<file path="src/rtl/key_event_queue.sv">
// Keyboard snapshot differ: scans old vs new scancode sets and queues
// break/make events in slot order into a small FIFO.
module key_event_queue #(
   parameter int NUM_KEYS   = 6,
   parameter int CODE_W     = 9,
   parameter int FIFO_DEPTH = 8
) (
   input  logic                        clk,
   input  logic                        reset_n,
   input  logic [NUM_KEYS*CODE_W-1:0]  keys_in,
   input  logic                        keys_valid,
   output logic                        busy,
   output logic                        evt_valid,
   input  logic                        evt_ready,
   output logic                        evt_pressed,
   output logic [CODE_W-1:0]           evt_code,
   output logic [$clog2(FIFO_DEPTH):0] fifo_level
);

   localparam int IW = (NUM_KEYS > 1) ? $clog2(NUM_KEYS) : 1;
   localparam int AW = $clog2(FIFO_DEPTH);

   localparam logic [1:0] IDLE       = 2'd0;
   localparam logic [1:0] SCAN_BREAK = 2'd1;
   localparam logic [1:0] SCAN_MAKE  = 2'd2;
   localparam logic [1:0] COMMIT     = 2'd3;

   localparam logic [IW-1:0] LAST = IW'(NUM_KEYS - 1);
   localparam logic [AW:0]   FULL = (AW+1)'(FIFO_DEPTH);

   logic [1:0]        state;
   logic [IW-1:0]     idx;
   logic [CODE_W-1:0] prev [NUM_KEYS];
   logic [CODE_W-1:0] cur  [NUM_KEYS];

   logic [CODE_W:0]   mem  [FIFO_DEPTH];
   logic [AW-1:0]     rd;
   logic [AW-1:0]     wr;

   logic [CODE_W-1:0] code;
   logic              hit;
   logic              dup;
   logic              scan;
   logic              emit;
   logic              full;
   logic              push;
   logic              pop;
   logic              stall;

   // Break pass looks at prev against cur; make pass swaps roles.
   always_comb begin
      code = (state == SCAN_MAKE) ? cur[idx] : prev[idx];
      hit  = 1'b0;
      dup  = 1'b0;
      for (int k = 0; k < NUM_KEYS; k++) begin
         if (((state == SCAN_MAKE) ? prev[k] : cur[k]) == code)
            hit = 1'b1;
         if ((IW'(k) < idx) &&
             (((state == SCAN_MAKE) ? cur[k] : prev[k]) == code))
            dup = 1'b1;
      end
   end

   assign scan  = (state == SCAN_BREAK) || (state == SCAN_MAKE);
   assign emit  = scan && (code != '0) && !hit && !dup;
   assign full  = (fifo_level == FULL);
   assign push  = emit && !full;
   assign stall = emit && full;
   assign pop   = evt_valid && evt_ready;

   assign busy      = (state != IDLE);
   assign evt_valid = (fifo_level != '0);
   assign {evt_pressed, evt_code} = mem[rd];

   always_ff @(posedge clk or negedge reset_n) begin
      if (!reset_n) begin
         state <= IDLE;
         idx   <= '0;
         for (int k = 0; k < NUM_KEYS; k++) begin
            prev[k] <= '0;
            cur[k]  <= '0;
         end
      end else begin
         unique case (state)
            IDLE: begin
               if (keys_valid) begin
                  for (int k = 0; k < NUM_KEYS; k++)
                     cur[k] <= keys_in[k*CODE_W +: CODE_W];
                  idx   <= '0;
                  state <= SCAN_BREAK;
               end
            end
            SCAN_BREAK: begin
               if (!stall) begin
                  if (idx == LAST) begin
                     idx   <= '0;
                     state <= SCAN_MAKE;
                  end else begin
                     idx <= idx + 1'b1;
                  end
               end
            end
            SCAN_MAKE: begin
               if (!stall) begin
                  if (idx == LAST)
                     state <= COMMIT;
                  else
                     idx <= idx + 1'b1;
               end
            end
            COMMIT: begin
               for (int k = 0; k < NUM_KEYS; k++)
                  prev[k] <= cur[k];
               state <= IDLE;
            end
            default: state <= IDLE;
         endcase
      end
   end

   // Head read straight from storage at the registered read pointer.
   always_ff @(posedge clk or negedge reset_n) begin
      if (!reset_n) begin
         rd         <= '0;
         wr         <= '0;
         fifo_level <= '0;
         for (int k = 0; k < FIFO_DEPTH; k++)
            mem[k] <= '0;
      end else begin
         if (push) begin
            mem[wr] <= {state == SCAN_MAKE, code};
            wr      <= wr + 1'b1;
         end
         if (pop)
            rd <= rd + 1'b1;
         if (push && !pop)
            fifo_level <= fifo_level + 1'b1;
         else if (pop && !push)
            fifo_level <= fifo_level - 1'b1;
      end
   end

endmodule

</file>
<file path="config.mk">
export PLATFORM = sky130hd
export DESIGN_NAME = key_event_queue
export DESIGN_NICKNAME = d
export VERILOG_FILES = /design/src/rtl/key_event_queue.sv
export SDC_FILE = /design/constraint.sdc
export NUM_CORES = 1
export LEC_CHECK = 0
export ABC_AREA = 1
export BUFFER_PORTS_ARGS = -buffer_cell sky130_fd_sc_hd__buf_2
export CELL_PAD_IN_SITES_DETAIL_PLACEMENT = 1
export CELL_PAD_IN_SITES_GLOBAL_PLACEMENT = 1
export CORE_UTILIZATION = 35
export CTS_CLUSTER_DIAMETER = 50
export DETAILED_ROUTE_END_ITERATION = 16
export PLACE_DENSITY_LB_ADDON = 0.1
export SLEW_MARGIN = 20
export SYNTH_ARGS = -nofsm -noshare
export SYNTH_HDL_FRONTEND = slang
export SYNTH_SLANG_ARGS = --single-unit
</file>
<file path="constraint.sdc">
create_clock -name clk -period 7.5 [get_ports clk]
set_input_delay 0 -clock clk [delete_from_list [all_inputs] [get_ports clk]]
set_output_delay 0 -clock clk [all_outputs]
set_load 0.005 [all_outputs]
</file>
==> flow_summary.ini, run 1 <==
[global_routing]
grt_pass1_wl_um = 83800
grt.total_usage_pct = 27.5
grt_pass1_vias = 14254
grt_start_max_net_pins = 159
antenna_found_initial = 0
grt.overflow.total = 0

[cts]
post_cts_resized = 0
clkTransAtPathRegs_ns = 0.06
cts_tree = yes
cts_max_path_buffers = 3
cts-buffers-inserted = 31
clkLatencyLatePin_ns = 0.59
cts.sinks = 203
root_buffer = clkbuf_16
htree_levels = 1
cts_setup_buffers = 0

[timing]
finalMaxSlewViolations = 0
worstMarginPinSlew_ns = 1.09
tns_ns = 0
fmax_mhz = 167
hold_slack_ns = 0.00804
setup_viol = 0
rsz0062_at_grt = no
skew_ns = 0.0111
fin_crit_ns = 6.00
hold_viol = 0
relSlewSlack_pct = 27.4
fin_crit_sh_pct = 80.0

[cells_and_area]
syn_to_final_growth_pct = 16.0
final_nets = 2174
layout-drive-gt1-share_pct = 9.41
n_fill_cell = 4941
antenna_cells = 0
final_cell_area_mm2 = 0.0158

[synthesis]
synth_seq_cells = 203
syn-num-nets = 2119
ys_warn_count = 0
yosysTopAreaCellShare_pct = 37.2
synth_area_leader_cell = dfrtp_1
synth_area_mm2 = 0.0137
ys_types = 41
synth-seq-area-share_pct = 37.2
synthCells = 2049
netlist_top_cells_area = dfrtp_1, nand2_1, o21ai_0, nor2_1, nand3_1
syn_avg_cell_area_um2 = 6.67

[critical_path]
cp_common_cell = nand2_1
crit_family = simple AND/OR/NAND/NOR gates
worstSetupPathType = flip-flop to flip-flop
crit_buf_inv = 4
critPathCaptureType = flip-flop
arrival_ns = 6.47
startpoint_type = flip-flop
cp_slowest_cell = nand2_1
cp_data_required_time_ns = 7.97
crit_fanout = 29
cpPeakStageDelay_ns = 0.93

[drt]
routed_wl_um = 53200
drt_iter0_drc = 761
avgRoutedWirePerCell_um = 20.2
vias = 13811
via_per_inst = 5.24
ant_nets = 0
dr.pass1.iters = 5
drc = 0

[place]
gp_congestion = 0.954
numPortBuffers = 73
dp_hpwl_um = 37100
place_area_mm2 = 0.0142

[flow_run]
cap_viol_max_count = 0

[hold_path]
worst_hold_path_type = input pin to asynchronous set/reset pin

[floorplan]
initial_core_util_pct = 35.9
num_rows = 71
dieWidth_um = 200
core_area_mm2 = 0.0380
pin_count = 74
die_height_um = 200
die-area_mm2 = 0.0398

[run_status]
outcome = completed
area by class of cell:
cell class | instances | area, µm² | area share, %
Timing Repair Buffer | 152 | 1140 | 7.17
Clock inverter | 15 | 161 | 1.02
Tap cell | 511 | 639 | 4.04
Multi-Input combinational cell | 1534 | 7290 | 46.0
Sequential cell | 203 | 5080 | 32.1
Inverter | 182 | 683 | 4.31
Clock buffer | 40 | 850 | 5.36
worst reg2reg max path, cell delays in order, from the launching register on:
cell     delay, ns
dfrtp_1       0.59
nor2_2        0.54
buf_4         0.30
nand3_1       0.16
nand3_1       0.13
nand2_1       0.37
nand2_1       0.94
nand2_1       0.13
nand2_1       0.23
inv_2         0.04
nand3_1       0.07
nor2_1        0.05
nand2_1       0.06
nand2_1       0.05
nor2_1        0.15
nand2_2       0.11
nor2_8        0.36
nand2_1       0.21
inv_1         0.15
ha_1          0.21
inv_1         0.10
ha_1          0.29
a21o_1        0.19
a21oi_1       0.16
nand2_1       0.07
nand2_1       0.06
nor2_1        0.05
xor2_1        0.13
registers in the layout (all words and copies together), names as in the netlist:
| register | cells |
|---|---|
| mem | 80 |
| cur | 54 |
| prev | 54 |
| fifo_level | 4 |
| idx | 3 |
| rd | 3 |
| wr | 3 |
| state | 2 |
kinds of logic after synthesis:
| logic type | after synthesis | share of synthesized area (%) |
|---|---|---|
| buf+inv | 312 | 9.78 |
| fa+ha+maj | 12 | 1.15 |
| compound gates | 299 | 11.2 |
| simple gates | 1196 | 38.8 |
| xor+xnor | 24 | 1.54 |
| mux | 3 | 0.247 |
| flops | 203 | 37.2 |
stage by stage:
step | std cells | util, % | setup slack (ns)
CTS | 2636 | 41.6 | 1.57
global placement | 2524 | 37.4 | 1.75
detailed placement | 2524 | 37.4 | 1.57
finish | 2637 | 41.7 | 1.50
floorplan | 2049 | - | 3.79
global route | 2637 | 41.7 | 1.11
worst paths after layout:
| path | start | end | slack, ns | depth (start not counted) |
|---|---|---|---|---|
| min in group clk | keys_in[38] | cur[11]$_DFFE_PN0P_ | 0.20 | 4 |
| min reg2reg | mem[18]$_DFFE_PN0P_ | mem[18]$_DFFE_PN0P_ | 0.46 | 2 |
| min | reset_n | mem[1]$_DFFE_PN0P_ | 0.008 | 2 |
| max in group asynchronous | reset_n | prev[15]$_DFFE_PN0N_ | 6.12 | 3 |
| max | idx[2]$_DFFE_PN0P_ | fifo_level[3]$_DFFE_PN0P_ | 1.50 | 27 |
| max reg2reg | idx[2]$_DFFE_PN0P_ | fifo_level[3]$_DFFE_PN0P_ | 1.50 | 27 |
metal layers:
layer | up-vias | GRT usage (%) | wire [µm]
met5 | - | 0 | 0
met4 | 0 | 10.3 | 2220
met3 | 93 | 3.12 | 1610
met2 | 246 | 47.3 | 25800
met1 | 6761 | 35.3 | 23600
li1 | 6711 | - | -
cell usage after synthesis, drive strengths merged:
cell type	count
clkbuf	77
a31oi	10
a21oi	61
nand2	692
o21ai	213
a21boi	1
ha	11
nor2	218
a221oi	1
mux2	3
buf	53
inv	181
dfrtp	203
nand4	89
o22ai	10
nand3	147
xor2	19
nand3b	43
xnor2	5
a21o	1
or2	2
o211ai	2
clkinv	1
nor3	4
fa	1
nor3b	1
cells in the final DEF, fill, tap and decap left out, types with 2 or more instances in the layout:
cell           instances
bufinv_16              2
buf_12                 2
clkbuf_16             31
nor2_1               209
inv_2                  8
o21ai_0              208
clkbuf_1               5
xnor2_1                5
o21ai_1                5
nand2_1              674
clkinv_2               6
a31oi_1               10
nand3b_1              43
nand3_1              136
nand2_4                3
clkbuf_8               4
nand2_2               15
nor2_2                 6
dfrtp_1              202
o22ai_1               10
buf_4                 20
inv_6                  2
o211ai_1               2
nand3_4                9
inv_1                173
a21oi_1               61
or2_2                  2
dlygate4sd3_1         57
nor2_8                 2
nand3_2                2
ha_4                   2
buf_2                 72
nor3_1                 4
nand4_1               88
xor2_1                19
ha_1                   9
clkinv_4               3
mux2_2                 3
timing repair:
action,in CTS,in global routing
endpoints found under the hold margin,146,0
hold buffers,57,0
endpoints found under the setup margin,0,0
Power of run 1 is not shown: default switching activity piles up to over one toggle a cycle in this logic, so the estimate is an artifact.
==> run 2, diff against run 1 <==
ABC_AREA = 0   (was 1)
clock period = 5.4 ns   (was 7.5 ns; I/O delays follow)
==> run 2 against run 1 <==
Effect of this change:
- routed wire length down 35%
- worst hold slack gained 0.00093 ns
- design area is 8.9% lower
- worst setup slack got worse by 0.91 ns
- clock skew is 0.00076 ns higher
- via count decreased by 41%
- flip-flop and latch count unchanged
- non-clock buffer count is 19 higher
- final cell count is 40% lower
- critical path depth shrank 10
==> flow_summary.ini, run 2 <==
[cts]
clkLatencyLatePin_ns = 0.56
cts.sinks = 203
cts_tree = yes
cts_max_path_buffers = 3
clkTransAtPathRegs_ns = 0.06
root_buffer = clkbuf_16
cts-buffers-inserted = 28
cts_setup_buffers = 0
htree_levels = 1

[place]
numPortBuffers = 73
dp_hpwl_um = 24900
gp_congestion = 0.835

[drt]
drc = 0
via_per_inst = 5.12
dr.pass1.iters = 4
vias = 8086
ant_nets = 0
drt_iter0_drc = 296
routed_wl_um = 34800
avgRoutedWirePerCell_um = 22.0

[global_routing]
grt_pass1_wl_um = 55000
grt.total_usage_pct = 20.3
met2_usage_pct = 35.2
grt_pass1_vias = 8993
grt_start_max_net_pins = 76
grtUsageMet1_pct = 26.4
busiest_layer = met2
grt.overflow.total = 0
antenna_found_initial = 1
met3_usage_pct = 2.29

[critical_path]
crit_fanout = 18
arrival_ns = 5.25
crit_chain = nor3b_4, a22oi_1, o211ai_1, and2_1, xnor2_1, nor4_1, nand4_1, nand4_1, nor3_2, ha_1, inv_1, ha_1, a21o_1, a21oi_1, xnor2_1, nor2_1, xor2_1
cp_slowest_cell = and2_1
worstSetupPathType = flip-flop to flip-flop
crit_buf_inv = 1
critPathCaptureType = flip-flop
cp_data_required_time_ns = 5.83
crit_family = simple AND/OR/NAND/NOR gates
startpoint_type = flip-flop
cpPeakStageDelay_ns = 0.84

[timing]
tns_ns = 0
worstMarginPinSlew_ns = 1.01
hold_viol = 0
relSlewSlack_pct = 32.4
fin_crit_sh_pct = 89.2
fmax_mhz = 208
setup_viol = 0
skew_ns = 0.0119
finalMaxSlewViolations = 0
fin_crit_ns = 4.81
rsz0062_at_grt = no

[cells_and_area]
layout_common_cells = dfrtp_1, mux2i_1, mux2_2
syn_to_final_growth_pct = 18.7
regMostFlops = mem
antenna_cells = 0
n_fill_cell = 3597
reg.largest.list = mem x80, cur x54, prev x54
layout-drive-gt1-share_pct = 32.6
final_util_pct = 42.6
final_common_cell = dfrtp_1
final_nets = 1181
largest_reg_flops = 80

[synthesis]
synth-seq-area-share_pct = 41.8
netlist_top_cells_area = dfrtp_1, mux2_2, mux2i_1, xnor2_1, mux4_2
ys.flop_type = dfrtp_1
synth_seq_cells = 203
synth_area_leader_cell = dfrtp_1
ys_types = 60
synth_most_common_cell = dfrtp_1
yosysTopAreaCellShare_pct = 41.8
synth_common_cells = dfrtp_1, mux2i_1, mux2_2
syn_avg_cell_area_um2 = 12.3
synthCells = 985
syn-num-nets = 1055
synth_area_mm2 = 0.0122
async_flop_share_pct = 100
ys_warn_count = 0
synth-edff-count = 0

[floorplan]
core_area_mm2 = 0.0339
die-area_mm2 = 0.0355
initial_core_util_pct = 35.9
pin_count = 74
num_rows = 67
die_height_um = 188
dieWidth_um = 188

[hold_path]
worst_hold_path_type = input pin to asynchronous set/reset pin

[flow_run]
cap_viol_max_count = 0

[run_status]
outcome = completed
## run 2: kinds of logic after synthesis
kind of cell | Yosys count | synth area share, %
multiplexers | 349 | 33.2
flip-flops | 203 | 41.8
buffers and inverters | 124 | 5.75
XOR/XNOR | 107 | 7.71
AND/OR/NAND/NOR | 105 | 5.20
AO/OA/AOI/OAI | 85 | 5.01
adder cells (fa/ha/maj) | 12 | 1.30
## run 2: worst paths after layout
kind	cells past startpoint	to	slack (ns)	from
max	17	fifo_level[3]$_DFFE_PN0P_	0.59	idx[2]$_DFFE_PN0P_
min	2	mem[39]$_DFFE_PN0P_	0.009	reset_n
max reg2reg	17	fifo_level[3]$_DFFE_PN0P_	0.59	idx[2]$_DFFE_PN0P_
min reg2reg	1	mem[7]$_DFFE_PN0P_	0.48	mem[7]$_DFFE_PN0P_
max in group asynchronous	3	prev[36]$_DFFE_PN0N_	4.09	reset_n
min in group clk	5	idx[2]$_DFFE_PN0P_	0.07	keys_valid
## run 2: layout make-up
type	count	area (µm²)	area share [%]
multi-input combinational	658	6410	44.4
sequential	203	5080	35.2
timing repair buffer	171	1250	8.67
clock buffer	37	795	5.51
tap	448	561	3.88
inverter	49	184	1.27
clock inverter	14	151	1.05
## run 2: what timing repair did
| action | in CTS | in global routing |
|---|---|---|
| hold buffers | 56 | 0 |
| hold endpoints to repair | 130 | 0 |
| gates resized for setup | 0 | 0 |
## run 2: per-layer routing
layer / wire length [µm] / part of all wire, % / vias to the layer above
li1: - / - / 3791
met1: 15400 / 44 / 4115
met2: 17400 / 50 / 125
met3: 981 / 2.8 / 55
met4: 1020 / 2.9 / 0
met5: 0 / 0 / -
## run 2: through the flow
stage / cell area (µm²) / worst slack, ns / hold WS (ns) / instances
4_1_cts: 14400 / 0.590 / 0.0194 / 1580
3_3_place_gp: 12900 / 0.733 / 0.0310 / 1473
2_1_floorplan: 12200 / 1.51 / -0.296 / 985
3_5_place_dp: 12900 / 0.633 / 0.0284 / 1473
5_1_grt: 14400 / 0.179 / 0.0666 / 1580
6_report: 14400 / 0.586 / 0.00897 / 1580
Power of run 2 is left out for the same reason.
==> run 3, diff against run 2 <==
CORE_UTILIZATION = 46   (was 35)
==> run 3 against run 2 <==
Effect of this change:
- critical path depth fell by 1
- count of clock-buffer cells in the layout rose by 3
- global-route usage rose by 5.9 points
- first-iteration DRC count rose by 50%
- die area fell by 24%
- final cell count fell by 8.0%
- register-to-register slack got worse by 0.18 ns
- worst hold slack improved by 0.047 ns
- critical path type unchanged
==> flow_summary.ini, run 3 (synthesized netlist as in run 2, its figures left out) <==
[cts]
cts_max_path_buffers = 3
root_buffer = clkbuf_16
post_cts_resized = 0
clkTransAtPathRegs_ns = 0.06
clkLatencyLatePin_ns = 0.55
cts_setup_buffers = 0
cts-buffers-inserted = 28
htree_levels = 1
cts.sinks = 203
hold_buffers = 56
cts_tree = yes

[critical_path]
startpoint_type = flip-flop
cpPeakStageDelay_ns = 0.84
timing.rr.start = idx[0]$_DFFE_PN0P_
worst_r2r_path_depth = 16
critPathCaptureType = flip-flop
worstSetupPathType = flip-flop to flip-flop
r2r_end = fifo_level[3]$_DFFE_PN0P_
cp_slowest_cell = dfrtp_2
cp_data_required_time_ns = 5.83
arrival_ns = 5.42
crit_fanout = 30
r2r_setup_slack_ns = 0.41
crit_chain = mux2_1, a221o_1, o21ai_2, xnor2_1, nand4_1, or4_1, nand4_1, nor3_2, ha_1, inv_1, ha_1, a21o_1, a21oi_1, xnor2_1, nor2_1, xor2_1

[floorplan]
initial_core_util_pct = 46.8
die_height_um = 165
dieWidth_um = 165
pin_count = 74
num_rows = 59
core_area_mm2 = 0.0260
die-area_mm2 = 0.0271

[timing]
setup_viol = 0
tns_ns = 0
finalMaxSlewViolations = 0
skew_ns = 0.0144
hold_viol = 0
rsz0062_at_grt = no
fmax_mhz = 200
fin_crit_ns = 4.99
worstMarginPinSlew_ns = 1.09
relSlewSlack_pct = 27.0
fin_crit_sh_pct = 92.5

[drt]
vias = 8154
routed_wl_um = 34000
avgRoutedWirePerCell_um = 23.4
dr.pass1.iters = 5
drt_iter0_drc = 443
ant_nets = 0
drc = 0
via_per_inst = 5.61

[cells_and_area]
antenna_cells = 0
final_nets = 1167
reg.largest.list = mem x80, cur x54, prev x54
largest_reg_flops = 80
syn_to_final_growth_pct = 17.5
final_common_cell = dfrtp_1
layout_common_cells = dfrtp_1, mux2i_1, mux2_2
regMostFlops = mem
layout-drive-gt1-share_pct = 31.5

[run_status]
outcome = completed

[global_routing]
grt.overflow.total = 0
grt_pass1_wl_um = 53500
grt.total_usage_pct = 26.1
grt_pass1_vias = 8933
antenna_found_initial = 0
grt_start_max_net_pins = 83

[hold_path]
worst_hold_path_type = input pin to asynchronous set/reset pin

[place]
numPortBuffers = 73
dp_hpwl_um = 23400
gp_congestion = 0.944

[flow_run]
cap_viol_max_count = 0
run 3: cell count changes in the layout (fill, tap and decap cells not counted), sizes merged:
cell,previous run,this run
clkinvlp,4,2
inv,51,52
bufinv,1,4
buf,115,100
clkinv,7,3
clkbuf,37,41
run 3: through the flow:
stage	instance area (µm²)	hold slack, ns	std cells	worst slack (ns)	utilization, %
after floorplan	12200	-0.296	985	1.51	-
after global placement	12700	0.101	1346	0.575	48.9
after detailed placement	12700	0.0965	1346	0.489	48.9
after CTS	14300	0.0798	1454	0.437	54.9
after global routing	14300	0.124	1454	0.122	54.9
final	14300	0.0560	1454	0.407	54.9
run 3: worst max-delay path: cells and delay by family (launching register included):
family,cells,cell delay (ns)
xor gates and xnor gates,3,0.49
AOI/OAI and AO/OA,4,1.43
muxes,1,0.38
buffers and inverters,1,0.14
DFF,1,0.84
adders and majority gates,2,0.49
and+or+nand+nor,5,1.10
run 3: worst max-delay path by stage:
stage                          from                   endpoint  slack, ns  cells past startpoint
6_report         idx[0]$_DFFE_PN0P_  fifo_level[3]$_DFFE_PN0P_       0.41                     16
4_1_cts          idx[0]$_DFFE_PN0P_  fifo_level[3]$_DFFE_PN0P_       0.44                     16
2_1_floorplan  state[0]$_DFFE_PN0P_  fifo_level[3]$_DFFE_PN0P_       1.51                     21
3_3_place_gp     idx[0]$_DFFE_PN0P_  fifo_level[3]$_DFFE_PN0P_       0.58                     16
5_1_grt          idx[0]$_DFFE_PN0P_  fifo_level[3]$_DFFE_PN0P_       0.12                     18
3_5_place_dp     idx[0]$_DFFE_PN0P_  fifo_level[3]$_DFFE_PN0P_       0.49                     16
run 3: layout make-up:
class / instances / area [µm²]
fillers: 2649 / 11700
multi-input cells: 658 / 6410
flip-flops and latches: 203 / 5080
repair buffers: 157 / 1170
well taps: 335 / 419
clock buffers: 40 / 816
clock inverters: 12 / 200
inverters: 49 / 184
run 3: layer usage:
| metal | wire [µm] | GRT usage (%) | vias to the layer above |
|---|---|---|---|
| met5 | 0 | 0 | - |
| met3 | 1090 | 3.47 | 57 |
| met1 | 14700 | 33.6 | 4184 |
| met2 | 17300 | 46.0 | 151 |
| met4 | 887 | 7.17 | 0 |
| li1 | - | - | 3762 |
Power of run 3 is left out for the same reason.
